`config.mk`:
```
export PLATFORM = sky130hd
export DESIGN_NAME = mem_line_burst_engine
export DESIGN_NICKNAME = d
export VERILOG_FILES = /design/src/rtl/mem_line_burst_engine_pkg.sv /design/src/rtl/mem_line_burst_engine.sv
export SDC_FILE = /design/constraint.sdc
export NUM_CORES = 1
export LEC_CHECK = 0
export CORE_AREA = 10 10 260 262
export CTS_BUF_LIST = sky130_fd_sc_hd__clkbuf_8
export DETAILED_ROUTE_END_ITERATION = 8
export DIE_AREA = 0 0 270 272
export GPL_ROUTABILITY_DRIVEN = 0
export SYNTH_ARGS = -nofsm -noshare
export SYNTH_HDL_FRONTEND = slang
export SYNTH_SLANG_ARGS = --single-unit
```
`constraint.sdc`:
```
create_clock -name clk_i -period 3.7 [get_ports clk_i]
set_input_delay 0.925 -clock clk_i [delete_from_list [all_inputs] [get_ports clk_i]]
set_output_delay 0.925 -clock clk_i [all_outputs]
set_load 0.01 [all_outputs]
```
`src/rtl/mem_line_burst_engine_pkg.sv`:
```
// Memory beat types and line-engine definitions shared by the line burst engine and its bench.
// Holds the request/response beat structs, engine state encoding and line-address helpers.
package mem_line_burst_engine_pkg;

  localparam int ADDR_WIDTH              = 32;
  localparam int CORE_ID_WIDTH           = 4;
  localparam int DEFAULT_CACHE_LINE_SIZE = 32;
  localparam int LINE_WORDS              = DEFAULT_CACHE_LINE_SIZE / 4;
  localparam int OFFSET_BITS             = $clog2(DEFAULT_CACHE_LINE_SIZE);

  typedef logic [ADDR_WIDTH-1:0] addr_t;

  typedef struct packed {
    logic [3:0]               id;
    logic [CORE_ID_WIDTH-1:0] source_id;
    addr_t                    addr;
    logic [31:0]              data;
    logic [3:0]               strb;
    logic                     write;
    logic [7:0]               burst_len;
    logic                     burst_last;
    logic                     coherent;
    logic                     cacheable;
    logic [2:0]               prot;
    logic [2:0]               size;
  } memory_req_t;

  typedef struct packed {
    logic [3:0]  id;
    logic [31:0] data;
    logic        error;
    logic        last;
  } memory_rsp_t;

  typedef enum logic [2:0] {
    LE_IDLE    = 3'd0,
    LE_RD_REQ  = 3'd1,
    LE_RD_DATA = 3'd2,
    LE_WR_DATA = 3'd3,
    LE_WR_RESP = 3'd4,
    LE_DONE    = 3'd5
  } line_engine_state_e;

  function automatic addr_t line_base_addr(input addr_t addr);
    return {addr[ADDR_WIDTH-1:OFFSET_BITS], {OFFSET_BITS{1'b0}}};
  endfunction

endpackage

```
`src/rtl/mem_line_burst_engine.sv`:
```
// Line fill/writeback to beat-burst converter: fill = 1 request beat + W data beats, writeback = W beats + 1 response.
// Latency accept->completion is W+2 cycles unstalled; beats hold until handshake, completion holds until line_rsp_ready_i.
module mem_line_burst_engine
  import mem_line_burst_engine_pkg::*;
#(
  parameter int                       LINE_BYTES = LINE_WORDS * 4,
  parameter logic [3:0]               TXN_ID     = 4'h0,
  parameter logic [CORE_ID_WIDTH-1:0] SOURCE_ID  = '0
) (
  input  logic                    clk_i,
  input  logic                    rst_i,
  input  logic                    line_req_valid_i,
  output logic                    line_req_ready_o,
  input  logic                    line_req_write_i,
  input  addr_t                   line_req_addr_i,
  input  logic [LINE_BYTES*8-1:0] line_wdata_i,
  output logic                    line_rsp_valid_o,
  input  logic                    line_rsp_ready_i,
  output logic [LINE_BYTES*8-1:0] line_rdata_o,
  output logic                    line_rsp_error_o,
  output logic                    mem_req_valid_o,
  input  logic                    mem_req_ready_i,
  output memory_req_t             mem_req_o,
  input  logic                    mem_rsp_valid_i,
  output logic                    mem_rsp_ready_o,
  input  memory_rsp_t             mem_rsp_i
);

  localparam int W  = LINE_BYTES / 4;
  localparam int CW = $clog2(W);

  line_engine_state_e      state_q;
  logic [CW-1:0]           cnt_q;
  logic                    err_q;
  logic [LINE_BYTES*8-1:0] rbuf_q;
  logic [LINE_BYTES*8-1:0] wbuf_q;
  addr_t                   base_q;

  logic  cnt_last;
  logic  rsp_bad;
  addr_t req_base;

  assign cnt_last = (cnt_q == CW'(W - 1));
  assign rsp_bad  = mem_rsp_i.error | (mem_rsp_i.id != TXN_ID);
  assign req_base = line_req_addr_i & ~addr_t'(LINE_BYTES - 1);

  always_ff @(posedge clk_i) begin
    if (rst_i) begin
      state_q <= LE_IDLE;
      cnt_q   <= '0;
      err_q   <= 1'b0;
      rbuf_q  <= '0;
      wbuf_q  <= '0;
      base_q  <= '0;
    end else begin
      case (state_q)
        LE_IDLE: if (line_req_valid_i) begin
          base_q <= req_base;
          wbuf_q <= line_wdata_i;
          err_q  <= 1'b0;
          cnt_q  <= '0;
          if (line_req_write_i) begin
            state_q <= LE_WR_DATA;
          end else begin
            rbuf_q  <= '0;
            state_q <= LE_RD_REQ;
          end
        end
        LE_RD_REQ: if (mem_req_ready_i) state_q <= LE_RD_DATA;
        LE_RD_DATA: if (mem_rsp_valid_i) begin
          rbuf_q[cnt_q*32 +: 32] <= mem_rsp_i.data;
          cnt_q <= cnt_q + CW'(1);
          // last must coincide exactly with the final word; early or missing last is an error
          err_q <= err_q | rsp_bad | (cnt_last != mem_rsp_i.last);
          if (cnt_last || mem_rsp_i.last) state_q <= LE_DONE;
        end
        LE_WR_DATA: if (mem_req_ready_i) begin
          cnt_q <= cnt_q + CW'(1);
          if (cnt_last) state_q <= LE_WR_RESP;
        end
        LE_WR_RESP: if (mem_rsp_valid_i) begin
          err_q   <= err_q | rsp_bad | ~mem_rsp_i.last;
          state_q <= LE_DONE;
        end
        LE_DONE: if (line_rsp_ready_i) state_q <= LE_IDLE;
        default: state_q <= LE_IDLE;
      endcase
    end
  end

  assign line_req_ready_o = (state_q == LE_IDLE);
  assign mem_req_valid_o  = (state_q == LE_RD_REQ) || (state_q == LE_WR_DATA);
  assign mem_rsp_ready_o  = (state_q == LE_RD_DATA) || (state_q == LE_WR_RESP);
  assign line_rsp_valid_o = (state_q == LE_DONE);
  assign line_rdata_o     = rbuf_q;
  assign line_rsp_error_o = err_q;

  // Payload is zero whenever no beat is offered so idle/reset outputs are all-zero.
  always_comb begin
    mem_req_o = '0;
    if (mem_req_valid_o) begin
      mem_req_o.id         = TXN_ID;
      mem_req_o.source_id  = SOURCE_ID;
      mem_req_o.write      = (state_q == LE_WR_DATA);
      mem_req_o.burst_len  = 8'(W);
      mem_req_o.cacheable  = 1'b1;
      mem_req_o.size       = 3'b010;
      if (state_q == LE_WR_DATA) begin
        mem_req_o.addr       = base_q + addr_t'({cnt_q, 2'b00});
        mem_req_o.data       = wbuf_q[cnt_q*32 +: 32];
        mem_req_o.strb       = 4'hF;
        mem_req_o.burst_last = cnt_last;
      end else begin
        mem_req_o.addr       = base_q;
        mem_req_o.burst_last = 1'b1;
      end
    end
  end

endmodule
```
* Word-level counts from Yosys, hierarchy flattened
Index checks and enable logic that the tools add are counted.
Word-level totals: register bits after elaboration 546, word-level logic and storage cells 75, bits of input ports 333, output and inout port bits 355
Cells by class: multiplexer cells 29, reduce and logical (&&, ||, !) cells 13, bitwise operators 5, shift-type cells 3, equality and inequality tests 16, add/sub/neg operators 3
Operators by type and width (count):
- $mux 256 | 3
- $pmux 256 s2 | 1
- $bwmux 256 | 1
- $shift 32x34->256 const A | 1
- $shiftx 256x9->32 | 1
- $shiftx 32x34->256 | 1
- $mux 78 | 1
- $mux 36 | 1
- $neg 8->34 | 1
- $mux 3 | 11
- $add 32x5->32 | 1
- $mux 32 | 1
- $pmux 3 s6 | 1
- $ne 2x2->1 const B | 8
- $reduce_and 4->1 | 3
- $eq 3x3->1 const B | 3
- $pmux 3 s3 | 1
- $reduce_and 8->1 | 1
- $eq 3x2->1 const B | 2
- $reduce_bool 3->1 | 2
- $mux 1 | 5
- $mux 2 | 2
- $or 1x1->1 | 4
- $reduce_bool 4->1 | 1
- other kinds (10) | 12

* Longest topological paths before layout
Gate-level depths: netlist (run 1).
word-level depth 6, gate-level depth with buffers 11, gate-level depth less buffers 8

* Worst setup path after synthesis (run 1)
No wires, ideal clock.
kind register to register, start register cnt_q[1], end register rbuf_q[130] (netlist: line_rdata_o[130]), data required time 3.632 ns, library setup time 0.068 ns, stages on the path, launching flop included 12, data arrival time 2.918 ns, setup slack 0.714 ns, path through dfxtp_1 -> clkbuf_1 -> clkbuf_1 -> inv_1 -> ha_1 -> ha_1 -> or2_1 -> or4_4 -> or2_1 -> buf_6 -> buf_6 -> o2bb2ai_2
Between the ends: longest elaborated chain between the ends 5, elaborated cells between the ends (all ways) 6, those cells by class add/sub (1); shift (2); mux (3)
RTL lines:
- from (decl) | RTL line mem_line_burst_engine.sv:33 | logic [CW-1:0] cnt_q;
- from (signal assigned) | RTL line mem_line_burst_engine.sv:72 | cnt_q <= cnt_q + CW'(1);
- from (signal assigned) | RTL line mem_line_burst_engine.sv:78 | cnt_q <= cnt_q + CW'(1);
- $neg 8->34 * | RTL line mem_line_burst_engine.sv:71 | rbuf_q[cnt_q*32 +: 32] <= mem_rsp_i.data;
- $shiftx 32x34->256 or $shift 32x34->256 (tied branches) | RTL line mem_line_burst_engine.sv:71
- $bwmux 256 * | RTL line mem_line_burst_engine.sv:71
- $mux 256 * | RTL line mem_line_burst_engine.sv:70 | LE_RD_DATA: if (mem_rsp_valid_i) begin
- $pmux 256 s2 * | RTL line mem_line_burst_engine.sv:56 | case (state_q)
- to (signal, indexed assignment) | RTL line mem_line_burst_engine.sv:71
- to (decl) | RTL line mem_line_burst_engine.sv:35 | logic [LINE_BYTES*8-1:0] rbuf_q;
Every way passes the cells marked *; elsewhere a longest branch is shown, timed or not. The select of a mux whose other input is x is not followed. A chain may end at the register's enable or synchronous reset.

==> results of run 1 <==
## where the power goes
part / total [W] / switching (W) / leakage [nW] / internal [W]
clock network: 0.00511 / 0.00247 / 0.971 / 0.00263
logic: 0.00466 / 0.00281 / 5.55 / 0.00184
registers: 0.00697 / 0.000370 / 4.44 / 0.00660
total: 0.0167 / 0.00566 / 11.0 / 0.0111
## timing repair
item / in CTS / in global routing
hold endpoints to repair: 0 / 0
buffers inserted: 12 / 1
cloned: 2 / 0
gates resized for setup: 36 / 3
setup endpoints to repair: 31 / 7
## synth_stat cells (5+ instances only)
master	instances
o2bb2ai_2	10
a21oi_1	329
nor2_1	18
buf_4	30
and2_1	27
o31ai_1	6
clkbuf_1	135
o2bb2ai_1	115
ha_1	6
buf_2	34
dfxtp_1	546
or2_1	5
inv_1	10
buf_6	7
nor2b_1	35
mux4_2	64
a22o_1	128
nand2b_1	40
buf_1	8
nand2_1	638
## cell families (layout without fill, tap and decap cells)
logic type      count (synthesis)  in the layout  synth area share
compound gates                604            604            0.1968
fa+ha+maj                       6              6          0.003599
buf+inv                       226            882           0.05068
flops                         546            546            0.5240
mux                            66             66           0.07011
other cells                     1             34         0.0001798
simple gates                  777            777            0.1546
## layout make-up
type	count	area, sq um	area share
multi-input combinational	1476	9106	0.3019
tap	846	1059	0.03509
sequential	546	10940	0.3626
timing repair buffer	719	7300	0.2420
inverter	11	41.29	0.001369
antenna	11	27.53	0.0009124
clock buffer	104	1431	0.04745
clock inverter	48	265.3	0.008793
## critical path: stages (launching register included)
cell	delay [ns]
dfxtp_4	0.47
buf_8	0.20
mux4_2	0.56
nand2_1	0.16
a21oi_1	0.08
clkdlybuf4s50_1	0.52
## layer usage
layer / vias up / wire length (microns)
met1: 9131 / 33060
met3: 137 / 8042
met5: - / 194
met2: 797 / 44110
met4: 28 / 2065
li1: 8913 / -
## state kept, by name, indices dropped and copies added (netlist names)
name              flops
line_rdata_o        256
wbuf_q              256
base_q               27
cnt_q                 3
state_q               3
line_rsp_error_o      1
## through the flow
step,TNS (ns),hold slack (ns),setup slack (ns)
6_report,0,0.4481,0.09765
5_1_grt,0,0.4615,0.009314
4_1_cts,-0.005945,0.4509,-0.004020
3_3_place_gp,0,0.4386,0.4051
3_5_place_dp,0,0.4420,0.3872
2_1_floorplan,0,0.4317,0.7139
## worst max-delay path by stage
stage | startpoint | end | slack [ns]
2_1_floorplan | cnt_q[1] | line_rdata_o[130] | 0.71
3_3_place_gp | line_req_valid_i | line_rdata_o[117] | 0.41
3_5_place_dp | line_req_valid_i | line_rdata_o[117] | 0.39
4_1_cts | cnt_q[0] | mem_req_o[47] | -0.004
5_1_grt | cnt_q[0] | mem_req_o[47] | 0.009
6_report | cnt_q[0] | mem_req_o[47] | 0.1
## cells in the final DEF, fill, tap and decap left out, types with 3 or more instances in the layout
master	n
and2_1	27
buf_16	4
clkinvlp_4	5
dfxtp_1	544
clkdlybuf4s50_1	631
a21oi_1	320
o2bb2ai_2	10
clkbuf_8	104
nand2_2	3
conb_1	23
a2bb2o_1	3
a22o_1	128
inv_1	37
nor2b_1	34
mux4_2	64
o31ai_1	6
dlygate4sd2_1	25
nand2b_1	40
ha_1	6
nand2_1	634
clkinv_2	12
buf_8	3
o2bb2ai_1	115
a21oi_4	8
buf_4	39
nor2_1	14
nor2_2	3
or2_1	4
buf_12	14
diode_2	11
nor3_1	3
==> run metrics, run 1 <==
status completed; Placed Cells 3583; Hold Fails Final Rpt 0; DRT antenna net count 0; synthesized area 20860 sq um; met1 Use GR 0.2462; die area 73440 sq um; DR pass1 iterations 7; fill cell count 5919; Critical Path AT 2.68 ns; clk root buf clkbuf_8; VDD IR max 0.3308 mV; non-filler instance count after layout 3761; total CTS buffers 91; Pwr Density 554.5 nW/um^2; CTS tree done; Clock Latency Late Sink 0.67 ns; skew final 0.03597 ns; measured slew at the worst slew-check pin 1.220 ns; via/cell ratio 5.053; Clock transition at path regs 0.06 ns; Worst slew margin 0.1848; clock sink total 546; DP Area 28220 sq um; Ys Warns 0; share of cells above drive strength 1 0.09848; worst r2r dst line_rdata_o[129]; HP Class reg2reg; Slew Limit Fails 0; count of input and output buffers 659; critical path capture point type output pin; GRT Util Overall 0.2266; HPWL after detailed placement 64420 microns; ys async rst share 0; met2 Usage GRT 0.4085; Starting Density 0.3338; leak pwr 10.96 nW; Synth area leaders dfxtp_1 (52%), nand2_1 (11%), a21oi_1 (7.9%); number of global-route vias before repair 19440; cell row count 92; FF+latch count, synth 546; pin count of the biggest net entering global routing 186; CTS Buffer Depth 3; vias 19010; Final Util 0.4826; DRT Wirelength 87470 microns; Mapped Cells 2226; cells on worst reg2reg path 9; chip width 270 microns; htree depth 3; Worst Hold Launch base_q[8]; Final setup viols 0; Crit Path Class reg2out; startpoint types flip-flop; FF-to-FF Start cnt_q[0]; Layout area overhead 44.61%; Seq/Total Area, Yosys 0.5240; final worst path period share 0.9736; max cap viols 0; setup slack, reg-to-reg 0.38 ns; total grt overflow 0; chip height 272 microns; global-route wire length before repair 127200 microns; largest area contributor in the netlist dfxtp_1; fin nets 3184; Final Instance Area 30170 sq um; CP required 2.77 ns; Top FF cell, synth dfxtp_1; WL/cell 23.26 microns; busiest grt layer met2; met3 usage 0.08070; Highest Clock Rate 0.2776 GHz; Hold-fix buffers, CTS 0; Power, Total 0.01673 W; Mapped Avg Cell Area 9.372 sq um; initial antenna violation count 25; Critical Path Fanout Max 9; Residual DRC 0; core area 62500 sq um; top-area cell type share of the netlist area 0.5240; unrepaired setup endpoints after global routing false; DRT iter0 DRCs 1456; synth unique cells 44; IO Pins 688; cell count of the worst hold path 2; minimum clock period 3.602 ns; Hold EP base_q[8]; Post-synth EDFFs 0
Note: power is estimated with default switching activity, not from simulation.
==> inputs of run 2 (changes only) <==
- CORE_AREA: 10 10 260 262 -> 3 3 269 271
- DIE_AREA: 0 0 270 272 -> 0 0 272 274
==> run metrics, run 2 (same netlist as run 1, synthesis figures left out) <==
cell count of the worst hold path 2 (unchanged); Crit Path Class reg2out; GRT Util Overall 0.2124 (-0.01420); Starting Density 0.2979 (-0.03586); worst r2r dst line_rdata_o[63]; Pwr Density 571.7 nW/um^2 (+3.1%); Worst Hold Launch base_q[8]; Placed Cells 3689 (+3.0%); minimum clock period 3.559 ns (-0.04357 ns); number of global-route vias before repair 19150 (-1.5%); die area 74530 sq um (+1.5%); skew final 0.03455 ns (-0.001419 ns); cells on worst reg2reg path 9 (unchanged); via/cell ratio 4.936 (-2.3%); clock sink total 546 (unchanged); Highest Clock Rate 0.2810 GHz (+1.2%); share of cells above drive strength 1 0.1027 (+0.004255); clock power share 0.327 (+0.022); final worst slack 0.1412 ns (+0.04357 ns); HP Class reg2reg; Clock transition at path regs 0.06 ns (about the same); DRT antenna net count 0 (unchanged); chip height 274 microns (+0.74%); minimum setup slack after placement 0.4352 ns (+0.04801 ns); Comb pwr share 0.273 (-0.005); non-filler instance count after layout 3868 (+2.8%); most common cell after layout, fill and taps aside nand2_1; DR pass1 iterations 5 (-2); Slew Limit Fails 0 (unchanged); cell row count 97 (+5.4%); max cap viols 0 (unchanged); CTS Buffer Depth 3 (unchanged); total CTS buffers 92 (+1.1%); DRT iter0 DRCs 1254 (-14%); pin count of the biggest net entering global routing 197 (+5.9%); global-route wire length before repair 120400 microns (-5.3%); Sw Ratio 0.3325 (-0.005799); core area 70030 sq um (+12%); vias 19090 (+0.45%); status completed; Layout area overhead 46.67%; DRT Wirelength 82670 microns (-5.5%); Setup TNS Final 0 ns (unchanged); Critical Path Fanout Max 11 (+2); Critical Path AT 2.63 ns (-0.05 ns); internal cell power 0.01168 W (+5.5%); Residual DRC 0 (unchanged); startpoint types flip-flop; measured slew at the worst slew-check pin 1.297 ns (+0.07746 ns); Hold Slack 0.4476 ns (-0.0004860 ns); WL/cell 21.37 microns (-8.1%); initial antenna violation count 21 (-16%); count of input and output buffers 659 (unchanged); unrepaired setup endpoints after global routing false; Clock Latency Late Sink 0.67 ns (about the same); Worst slew margin 0.1350 (-0.04983); HPWL after detailed placement 61310 microns (-4.8%); Psw 0.005816 W (+2.8%); chip width 272 microns (+0.74%); Hold EP base_q[8]; sequential power share 0.400 (-0.016); setup slack, reg-to-reg 0.46 ns (+0.08 ns); critical path capture point type output pin; FF-to-FF Start cnt_q[0]; Hold-fix buffers, CTS 0 (unchanged); Final Util 0.4369 (-0.04571); clk root buf clkbuf_8; Hold Fails Final Rpt 0 (unchanged); IO Pins 688 (unchanged); fin nets 3189 (+0.16%); Final setup viols 0 (unchanged); most frequent cells in the layout nand2_1 (637), clkdlybuf4s50_1 (627), dfxtp_1 (543), a21oi_1 (319), a22o_1 (128); final worst path period share 0.9618 (-0.01178); htree depth 3 (unchanged); VDD IR max 0.2428 mV (-27%); fill cell count 6806 (+15%); CTS tree done; CP required 2.77 ns (about the same); total grt overflow 0 (unchanged); leak pwr 11.15 nW (+1.7%)
[run 2: worst max path at each step]
| stage | slack [ns] | end | startpoint |
|---|---|---|---|
| 6_report | 0.14 | mem_req_o[38] | cnt_q[0] |
| 3_5_place_dp | 0.44 | line_rdata_o[152] | line_req_valid_i |
| 2_1_floorplan | 0.71 | line_rdata_o[130] | cnt_q[1] |
| 4_1_cts | 0.006 | mem_req_o[19] | state_q[0] |
| 3_3_place_gp | 0.43 | mem_req_o[46] | cnt_q[0] |
| 5_1_grt | 0.007 | mem_req_o[38] | cnt_q[0] |
[run 2: area by class of cell]
cell class                 instances  area, sq um  area share
tap                              940         1176     0.03844
sequential                       546        10940      0.3575
clock buffer                     114         1569     0.05128
multi-input combinational       1476         9120      0.2981
antenna                            8        20.02   0.0006543
inverter                          11        41.29    0.001349
clock inverter                    50        405.4     0.01325
timing repair buffer             723         7327      0.2395
[run 2: power groups by stage]
stage,logic [W],clock network [W],registers (W)
detailed placement,0.00474,0,0.00712
CTS,0.00482,0.00585,0.00700
finish,0.00478,0.00572,0.00700
floorplan,0.00278,0,0.00697
global placement,0.00467,0,0.00708
global route,0.00520,0.00612,0.00707
[run 2: per-layer routing]
layer	vias up	part of all wire	GRT usage
met1	9169	0.37	0.2320
met2	791	0.50	0.3776
li1	8938	-	-
met5	-	0.0020	0
met4	24	0.036	0.08656
met3	169	0.090	0.07149
[run 2: critical path, stage by stage (launching register included)]
cell	delay, ns
dfxtp_4	0.41
buf_12	0.17
buf_12	0.17
mux4_2	0.53
nand2_1	0.09
a21oi_1	0.08
clkdlybuf4s50_1	0.48
[run 2: stage by stage]
step | instance area [sq um] | total power, W
2_1_floorplan | 20940 | 0.009750
3_3_place_gp | 28490 | 0.01176
3_5_place_dp | 28490 | 0.01186
4_1_cts | 30550 | 0.01767
5_1_grt | 30590 | 0.01839
6_report | 30600 | 0.01749
[run 2: repair_timing]
action | CTS | global route
setup buffers | 5 | 1
endpoints found under the setup margin | 39 | 11
cloned | 1 | 0
endpoints found under the hold margin | 0 | 0
pin swaps | 0 | 0
gates resized for setup | 40 | 3
==> inputs of run 3 (changes only) <==
- GPL_ROUTABILITY_DRIVEN: 0 -> unset
==> results of run 3 <==
Final layout, timing and power as in run 2 (identical DEF).
